==> src/rtl/cbrt_sched_pkg.sv <==
// Shared definitions for the cbrt job scheduler: FSM state codes and default widths
// used by the scheduler, the engine and the bench.
package cbrt_sched_pkg;

  localparam int A_W_DEF = 8;
  localparam int R_W_DEF = 4;

  localparam logic [2:0] ST_IDLE  = 3'd0;
  localparam logic [2:0] ST_ISSUE = 3'd1;
  localparam logic [2:0] ST_HOLD  = 3'd2;
  localparam logic [2:0] ST_WAIT  = 3'd3;
  localparam logic [2:0] ST_DONE  = 3'd4;

  typedef enum logic [2:0] {
    S_IDLE  = ST_IDLE,
    S_ISSUE = ST_ISSUE,
    S_HOLD  = ST_HOLD,
    S_WAIT  = ST_WAIT,
    S_DONE  = ST_DONE
  } state_e;

endpackage

==> src/rtl/cbrt_sched_rr_arb2.sv <==
// Two-way round-robin pick: a lone requester wins, a tie goes to the client
// that was not granted last.
module rr_arb2 (
  input  logic [1:0] req_i,
  input  logic       last_i,
  output logic [1:0] gnt_o
);

  always_comb begin
    gnt_o = req_i;
    if (req_i == 2'b11) gnt_o = last_i ? 2'b01 : 2'b10;
  end

endmodule

==> src/rtl/cbrt_sched.sv <==
// Shares one cbrt engine between two clients: arbitrates, drives the engine
// start/busy handshake, guards it with a watchdog and routes results back.
module cbrt_sched
  import cbrt_sched_pkg::*;
#(
  parameter int A_W     = A_W_DEF,
  parameter int R_W     = R_W_DEF,
  parameter int TIMEOUT = 64
) (
  input  logic           clk,
  input  logic           rst,
  input  logic           c0_req,
  input  logic [A_W-1:0] c0_a,
  output logic           c0_ack,
  output logic           c0_done,
  output logic [R_W-1:0] c0_res,
  output logic           c0_err,
  input  logic           c1_req,
  input  logic [A_W-1:0] c1_a,
  output logic           c1_ack,
  output logic           c1_done,
  output logic [R_W-1:0] c1_res,
  output logic           c1_err,
  output logic           eng_start,
  output logic [A_W-1:0] eng_a,
  input  logic           eng_busy,
  input  logic [R_W-1:0] eng_res,
  output logic           idle
);

  localparam int WD_W = $clog2(TIMEOUT + 1);

  state_e               state_q, state_d;
  logic                 last_q, last_d;
  logic                 owner_q, owner_d;
  logic [WD_W-1:0]      wdog_q, wdog_d;
  logic [A_W-1:0]       eng_a_q, eng_a_d;
  logic [R_W-1:0]       rslt_q, rslt_d;
  logic                 terr_q, terr_d;
  logic                 start_q, start_d;
  logic                 idle_q, idle_d;
  logic [1:0]           ack_q, ack_d;
  logic [1:0]           done_q, done_d;
  logic [1:0]           err_q, err_d;
  logic [1:0][R_W-1:0]  res_q, res_d;
  logic [1:0]           gnt;

  rr_arb2 u_arb (
    .req_i  ({c1_req, c0_req}),
    .last_i (last_q),
    .gnt_o  (gnt)
  );

  always_comb begin
    state_d = state_q;
    last_d  = last_q;
    owner_d = owner_q;
    wdog_d  = wdog_q;
    eng_a_d = eng_a_q;
    rslt_d  = rslt_q;
    terr_d  = terr_q;
    start_d = 1'b0;
    ack_d   = '0;
    done_d  = '0;
    err_d   = '0;
    res_d   = res_q;
    case (state_q)
      S_IDLE: begin
        if (|gnt) begin
          owner_d = gnt[1];
          last_d  = gnt[1];
          eng_a_d = gnt[1] ? c1_a : c0_a;
          ack_d   = gnt;
          state_d = S_ISSUE;
        end
      end
      S_ISSUE: begin
        start_d = 1'b1;
        state_d = S_HOLD;
      end
      // Engine raises busy a cycle after start, so busy is not trusted here.
      S_HOLD: begin
        wdog_d  = '0;
        state_d = S_WAIT;
      end
      S_WAIT: begin
        if (!eng_busy) begin
          rslt_d  = eng_res;
          terr_d  = 1'b0;
          state_d = S_DONE;
        end else if (wdog_q == WD_W'(TIMEOUT - 1)) begin
          rslt_d  = '0;
          terr_d  = 1'b1;
          state_d = S_DONE;
        end else begin
          wdog_d = wdog_q + 1'b1;
        end
      end
      // Result is committed to the client together with its done pulse.
      S_DONE: begin
        done_d[owner_q] = 1'b1;
        err_d[owner_q]  = terr_q;
        res_d[owner_q]  = rslt_q;
        state_d         = S_IDLE;
      end
      default: state_d = S_IDLE;
    endcase
    idle_d = (state_d == S_IDLE);
  end

  always_ff @(posedge clk or posedge rst) begin
    if (rst) begin
      state_q <= S_IDLE;
      last_q  <= 1'b1;
      owner_q <= 1'b0;
      wdog_q  <= '0;
      eng_a_q <= '0;
      rslt_q  <= '0;
      terr_q  <= 1'b0;
      start_q <= 1'b0;
      idle_q  <= 1'b1;
      ack_q   <= '0;
      done_q  <= '0;
      err_q   <= '0;
      res_q   <= '0;
    end else begin
      state_q <= state_d;
      last_q  <= last_d;
      owner_q <= owner_d;
      wdog_q  <= wdog_d;
      eng_a_q <= eng_a_d;
      rslt_q  <= rslt_d;
      terr_q  <= terr_d;
      start_q <= start_d;
      idle_q  <= idle_d;
      ack_q   <= ack_d;
      done_q  <= done_d;
      err_q   <= err_d;
      res_q   <= res_d;
    end
  end

  assign c0_ack    = ack_q[0];
  assign c1_ack    = ack_q[1];
  assign c0_done   = done_q[0];
  assign c1_done   = done_q[1];
  assign c0_err    = err_q[0];
  assign c1_err    = err_q[1];
  assign c0_res    = res_q[0];
  assign c1_res    = res_q[1];
  assign eng_start = start_q;
  assign eng_a     = eng_a_q;
  assign idle      = idle_q;

endmodule

==> config.mk <==
export PLATFORM = sky130hd
export DESIGN_NAME = cbrt_sched
export DESIGN_NICKNAME = d
export VERILOG_FILES = /design/src/rtl/cbrt_sched_pkg.sv /design/src/rtl/cbrt_sched_rr_arb2.sv /design/src/rtl/cbrt_sched.sv
export SDC_FILE = /design/constraint.sdc
export NUM_CORES = 1
export LEC_CHECK = 0
export ABC_AREA = 0
export ABC_CLOCK_PERIOD_IN_PS = 4900
export CAP_MARGIN = 20
export CORE_MARGIN = 2
export CORE_UTILIZATION = 51
export CTS_CLUSTER_DIAMETER = 40
export DETAILED_ROUTE_END_ITERATION = 8
export PLACE_DENSITY = 0.84
export SYNTH_ARGS = -nofsm -noshare
export SYNTH_HDL_FRONTEND = slang
export SYNTH_HIERARCHICAL = 1
export SYNTH_SLANG_ARGS = --single-unit
==> constraint.sdc <==
create_clock -name clk -period 4.9 [get_ports clk]
set_clock_uncertainty 0.2 [all_clocks]
set_input_delay 0.735 -clock clk [delete_from_list [all_inputs] [get_ports clk]]
set_output_delay 0.735 -clock clk [all_outputs]
set_load 0.05 [all_outputs]
* Word level (Yosys, flattened, before mapping)
Index checks and enable logic that the tools add are counted.
Word-level totals: register bits 41, output and inout port bits 24, word-level logic and storage cells 59
Cells by class: $add $sub $neg 1, $lt $le $gt $ge 2, equal/unequal tests 9, muxes and demuxes 24, bitwise operators 1, reduce and logical (&&, ||, !) cells 8
Operators with widths (count):
- $mux 7 | 2
- $pmux 7 s2 | 1
- $mux 2 | 6
- $mux 4 | 3
- $pmux 3 s4 | 1
- $mux 3 | 3
- $bwmux 8 | 1
- $mux 8 | 1
- $add 7x1->7 const B | 1
- $eq 7x6->1 const B | 1
- $eq 3x2->1 const B | 2
- $logic_not 3->1 | 2
- $demux 4 s1 | 1
- $mux 1 | 4
- $ne 2x2->1 const B | 2
- $reduce_and 2->1 | 2
- $eq 3x1->1 const B | 1
- $eq 3x3->1 const B | 1
- $reduce_and 3->1 | 1
- $and 2x2->2 | 1
- $eq 2x2->1 const B | 1
- $lt 1x2->1 const B | 1
- $ne 2x1->1 const B | 1
- $reduce_bool 2->1 | 1
- 4 further kinds | 4

* Longest topological paths before layout
word-level depth 6, mapped depth 7, depth with buffers taken out 5

* Cells and area by module
The synthesis kept the hierarchy.
Modules (own cells, without submodules):
- cbrt_sched | instances 1, cells an instance 148, area an instance 1762.9 µm², seq. area each 1028.5 µm²
- rr_arb2 | instances 1, cells an instance 3, area an instance 18.8 µm², seq. area each 0.0 µm²

* Worst setup path after synthesis
Ideal clock, no wire load.
path type input port to flip-flop, from in c1_req, to reg eng_a_q[0], in the netlist eng_a[0], setup time 0.073 ns, arrival time 1.662 ns, data required time 4.627 ns, slack 2.965 ns, stages 7, cells stage by stage a21boi_0 > buf_2 > o21a_1 > buf_6 > buf_6 > nor2_2 > a21oi_2
On the way: word-level cells in the longest chain between the ends 4
Ends and longest elaborated chain:
- start, declared | line cbrt_sched.sv:18 | input logic c1_req,
- $eq 2x2->1 | line cbrt_sched_rr_arb2.sv:11 | if (req_i == 2'b11) gnt_o = last_i ? 2'b01 : 2'b10;
- $mux 2 (*) | line cbrt_sched_rr_arb2.sv:11
- $reduce_or 2->1 | line cbrt_sched.sv:69 | if (|gnt) begin
- $reduce_and 2->1 (no source line)
- end signal, assigned | line cbrt_sched.sv:131 | eng_a_q <= eng_a_d;
- end, declared | line cbrt_sched.sv:37 | logic [A_W-1:0] eng_a_q, eng_a_d;
Every way passes the cells marked *; elsewhere a longest branch is shown, timed or not. A chain may end at the register's enable or synchronous reset.

* Worst setup path after layout
from in c1_req, to reg eng_a_q[6], in the netlist eng_a[6]
On the way: word-level cells in the longest chain between the ends 4
Ends and longest elaborated chain:
- $eq 2x2->1 | line cbrt_sched_rr_arb2.sv:11
- $mux 2 (*) | line cbrt_sched_rr_arb2.sv:11
- via gnt[1] | line cbrt_sched.sv:46 | logic [1:0] gnt;
- $reduce_or 2->1 | line cbrt_sched.sv:69
- $reduce_and 2->1 (no source line)
The timed path passes the listed nets; every way through them passes the cells marked *.

==> run_summary.xml <==
<?xml version="1.0" encoding="UTF-8"?>
<metrics>
  <group name="status">
    <metric name="outcome" unit="">finished, final reports clean</metric>
  </group>
  <group name="routing">
    <metric name="wl_per_cell" unit="um">14.3</metric>
    <metric name="detailroute.via_count" unit="">1342</metric>
    <metric name="drt_first_pass_iters" unit="">4</metric>
    <metric name="ant_nets" unit="">0</metric>
    <metric name="first_iter_violations" unit="">56</metric>
    <metric name="postRouteWirelength" unit="um">3520</metric>
    <metric name="route.detailed.drc" unit="">0</metric>
    <metric name="post_drt_via_cell_ratio" unit="">5.43</metric>
  </group>
  <group name="synth">
    <metric name="synth_area_leaders" unit="">sky130_fd_sc_hd__dfrtp_1, sky130_fd_sc_hd__mux2_2, sky130_fd_sc_hd__mux2i_1, sky130_fd_sc_hd__dfstp_2, sky130_fd_sc_hd__nor2_1</metric>
    <metric name="synth_nets" unit="">177</metric>
    <metric name="total_of_flip_flops_plus_latches_after_synthesis" unit="">41</metric>
    <metric name="synth-warning-count" unit="">6</metric>
    <metric name="ys.flop_type" unit="">sky130_fd_sc_hd__dfrtp_1</metric>
    <metric name="synth_edf_count" unit="">0</metric>
    <metric name="sequential_element_share_of_the_synthesized_area" unit="%">57.7</metric>
    <metric name="async_flop_share" unit="%">100</metric>
    <metric name="yosys.cell_types.count" unit="">41</metric>
    <metric name="synth_top_cell_by_area" unit="">sky130_fd_sc_hd__dfrtp_1</metric>
    <metric name="post_synth.cell_area_avg" unit="sq um">11.8</metric>
    <metric name="mappedNetlistArea" unit="sq um">1780</metric>
    <metric name="postSynthCellCount" unit="">151</metric>
    <metric name="synth_largest_type_area_fraction" unit="%">54.8</metric>
  </group>
  <group name="placed_design">
    <metric name="placed_cells" unit="">239</metric>
    <metric name="total_placed_instance_area" unit="sq um">2270</metric>
    <metric name="place_congestion" unit="">0.823</metric>
    <metric name="place.port_buffers" unit="">48</metric>
    <metric name="dp_hpwl" unit="um">2670</metric>
  </group>
  <group name="global_route">
    <metric name="grt_first_pass_wirelength" unit="um">6200</metric>
    <metric name="pin_count_of_the_biggest_net_entering_global_routing" unit="">23</metric>
    <metric name="number_of_global_route_vias_before_repair" unit="">1417</metric>
    <metric name="globalRouteOverflowTotal" unit="">0</metric>
    <metric name="groute.usage.overall" unit="%">20.0</metric>
    <metric name="grt_antenna_before_repair" unit="">0</metric>
  </group>
  <group name="worst_setup_path">
    <metric name="timing.critical_path.from_type" unit="">primary input</metric>
    <metric name="critical_path_class" unit="">primary input to flop</metric>
    <metric name="critPathCaptureType" unit="">flop</metric>
    <metric name="data_arrival_time_of_the_critical_path" unit="ps">2930</metric>
    <metric name="critical_path.max_fanout" unit="">18</metric>
    <metric name="worstPathRequired" unit="ps">4980</metric>
  </group>
  <group name="cts">
    <metric name="worst_setup_hold_path_clk_slew" unit="ps">110</metric>
    <metric name="htree_num_levels" unit="">2</metric>
    <metric name="cts_tree" unit="">built</metric>
    <metric name="cts_num_sinks" unit="">41</metric>
    <metric name="cts.repair_timing.setup_buffer_count" unit="">0</metric>
    <metric name="insertion_delay" unit="ps">350</metric>
    <metric name="clk_path_buf_depth" unit="">2</metric>
    <metric name="cts_buffers" unit="">5</metric>
    <metric name="postCtsResizedCells" unit="">0</metric>
    <metric name="root_buffer" unit="">sky130_fd_sc_hd__clkbuf_4</metric>
    <metric name="cts_hold_buf" unit="">0</metric>
  </group>
  <group name="timing">
    <metric name="timing.setup.tns" unit="ps">0</metric>
    <metric name="maxSlewHeadroom" unit="%">28.9</metric>
    <metric name="timing.final.max_slew_violations" unit="">0</metric>
    <metric name="period_minus_slack" unit="ps">2850</metric>
    <metric name="setup_repair_after_global_routing_missed_its_margin" unit="">false</metric>
    <metric name="finalHoldViolCount" unit="">0</metric>
    <metric name="tightest_pin_transition" unit="ps">1060</metric>
    <metric name="fmax" unit="GHz">0.350</metric>
    <metric name="finalCritPeriodShare" unit="%">58.2</metric>
    <metric name="setup_viol" unit="">0</metric>
  </group>
  <group name="power">
    <metric name="vdd_drop_max" unit="mV">0.316</metric>
    <metric name="net-switching-power" unit="uW">627</metric>
    <metric name="leakagePower" unit="nW">1.03</metric>
    <metric name="power_per_unit_of_standard_cell_area" unit="nW/um^2">615</metric>
    <metric name="clkPwrFrac" unit="%">14.7</metric>
    <metric name="power.sequential.fraction" unit="%">39.0</metric>
    <metric name="p_int" unit="uW">814</metric>
    <metric name="combinationalPowerShare" unit="%">46.4</metric>
    <metric name="netSwitchingFraction" unit="%">43.5</metric>
  </group>
  <group name="cells_and_area">
    <metric name="finish.instance_area" unit="sq um">2340</metric>
    <metric name="final_nets" unit="">226</metric>
    <metric name="drive_above_1_share" unit="%">13.4</metric>
    <metric name="antenna_cells" unit="">0</metric>
    <metric name="areaGrowthSynthToFinish" unit="%">31.5</metric>
    <metric name="post_layout_nonfiller_instances" unit="">247</metric>
  </group>
  <group name="floorplanning">
    <metric name="die_w" unit="um">63.1</metric>
    <metric name="floorplan.die_area" unit="sq um">3980</metric>
    <metric name="die-height" unit="um">63.1</metric>
    <metric name="core-area" unit="sq um">3340</metric>
    <metric name="placementRows" unit="">21</metric>
    <metric name="initial_utilization" unit="%">53.4</metric>
    <metric name="io-pin-count" unit="">49</metric>
  </group>
  <group name="worst_hold_path">
    <metric name="hp-class" unit="">flop to flop</metric>
  </group>
  <group name="run">
    <metric name="cap_viol_max_count" unit="">0</metric>
  </group>
</metrics>
[layout by cell type (no fill, tap or decap), types with 2 or more instances in the layout]
cell and count:
sky130_fd_sc_hd__o21ai_0 2, sky130_fd_sc_hd__and2_1 4, sky130_fd_sc_hd__a21o_1 2, sky130_fd_sc_hd__a21boi_1 2
sky130_fd_sc_hd__clkbuf_4 5, sky130_fd_sc_hd__nand2_1 7, sky130_fd_sc_hd__dfrtp_1 39, sky130_fd_sc_hd__a22o_1 5
sky130_fd_sc_hd__inv_1 6, sky130_fd_sc_hd__nand3_1 5, sky130_fd_sc_hd__clkdlybuf4s50_1 48, sky130_fd_sc_hd__nor3_1 4
sky130_fd_sc_hd__nor2_2 2, sky130_fd_sc_hd__nor2_1 14, sky130_fd_sc_hd__nor2_4 2, sky130_fd_sc_hd__mux2_2 8
sky130_fd_sc_hd__a21oi_1 10, sky130_fd_sc_hd__dfstp_2 2, sky130_fd_sc_hd__o31ai_1 3, sky130_fd_sc_hd__mux2i_1 8
[critical path, stage by stage]
cell and delay (ps):
sky130_fd_sc_hd__clkdlybuf4s50_1 470, sky130_fd_sc_hd__a21boi_1 850, sky130_fd_sc_hd__o21a_1 630, sky130_fd_sc_hd__nor2_1 100, sky130_fd_sc_hd__a21oi_1 140
[final cells by class]
| class | instances | area (sq um) |
|---|---|---|
| clock inverter | 2 | 35.0 |
| tap | 46 | 57.6 |
| multi-input combinational | 97 | 669 |
| fill | 247 | 995 |
| sequential | 41 | 1030 |
| timing repair buffer | 49 | 488 |
| inverter | 6 | 22.5 |
| clock buffer | 6 | 41.3 |
[flip-flops by register name (all words and copies together), names as in the netlist]
name	cells
eng_a	8
wdog_q	7
c0_res	4
c1_res	4
rslt_q	4
state_q	3
ack_q	2
done_q	2
err_q	2
eng_start	1
idle	1
last_q	1
owner_q	1
terr_q	1
[synthesized netlist by cell type, types with 2 or more instances]
cell and n:
sky130_fd_sc_hd__a21boi_0 2, sky130_fd_sc_hd__a21o_1 2, sky130_fd_sc_hd__a21oi_1 10, sky130_fd_sc_hd__a22o_1 5
sky130_fd_sc_hd__and2_1 4, sky130_fd_sc_hd__buf_6 4, sky130_fd_sc_hd__dfrtp_1 39, sky130_fd_sc_hd__dfstp_2 2
sky130_fd_sc_hd__inv_1 6, sky130_fd_sc_hd__mux2_2 8, sky130_fd_sc_hd__mux2i_1 8, sky130_fd_sc_hd__nand2_1 7
sky130_fd_sc_hd__nand3_1 5, sky130_fd_sc_hd__nor2_1 14, sky130_fd_sc_hd__nor2_2 2, sky130_fd_sc_hd__nor2_4 2
sky130_fd_sc_hd__nor3_1 4, sky130_fd_sc_hd__o21ai_0 2, sky130_fd_sc_hd__o31ai_1 3
[metrics by stage]
stage / util (%) / power, mW / hold slack (ps) / worst slack (ps)
2_1_floorplan: - / 1.04 / 268 / 2970
3_3_place_gp: 67.9 / 1.21 / 267 / 1810
3_5_place_dp: 67.9 / 1.24 / 303 / 1650
4_1_cts: 70.2 / 1.45 / 331 / 2020
5_1_grt: 70.2 / 1.52 / 352 / 1860
6_report: 70.2 / 1.44 / 324 / 2050
[layer usage]
layer	GRT usage, %	vias up	share of wire, %
met4	8.06	0	1.7
met3	5.71	11	7.3
met5	0	-	0
met1	23.3	645	38
li1	-	625	-
met2	34.4	61	53
[power by group through the flow]
stage | combinational, mW | sequential (mW) | clock, mW
final | 0.668 | 0.561 | 0.211
after global routing | 0.713 | 0.577 | 0.233
after CTS | 0.674 | 0.560 | 0.218
after detailed placement | 0.671 | 0.566 | 0
after global placement | 0.652 | 0.557 | 0
after floorplan | 0.267 | 0.773 | 0
[logic make-up (layout without fill, tap and decap cells)]
family                   after synthesis  after routing  share of synthesized area, %
AND/OR/NAND/NOR                       47             47                          14.3
flip-flops                            41             41                          57.7
AO/OA/AOI/OAI                         32             32                          12.4
multiplexers                          17             17                          10.2
buffers and inverters                 13             63                          4.70
adder cells (fa/ha/maj)                1              1                         0.702
[path summary, 6_finish.rpt]
path / startpoint / end / slack (ps) / depth (start not counted)
setup / recovery: c1_req / eng_a[6]$_DFFE_PP0P_ / 2050 / 5
hold / removal: terr_q$_DFFE_PP0P_ / err_q[0]$_DFF_PP0_ / 320 / 1
setup reg to reg: last_q$_DFFE_PP1P_ / eng_a[6]$_DFFE_PP0P_ / 2530 / 4
hold reg to reg: terr_q$_DFFE_PP0P_ / err_q[0]$_DFF_PP0_ / 320 / 1
max in group asynchronous: rst / idle$_DFF_PP1_ / 3070 / 3
min in group asynchronous: rst / c0_res[2]$_DFFE_PP0P_ / 610 / 2
Note: power is estimated with default switching activity, not from simulation.
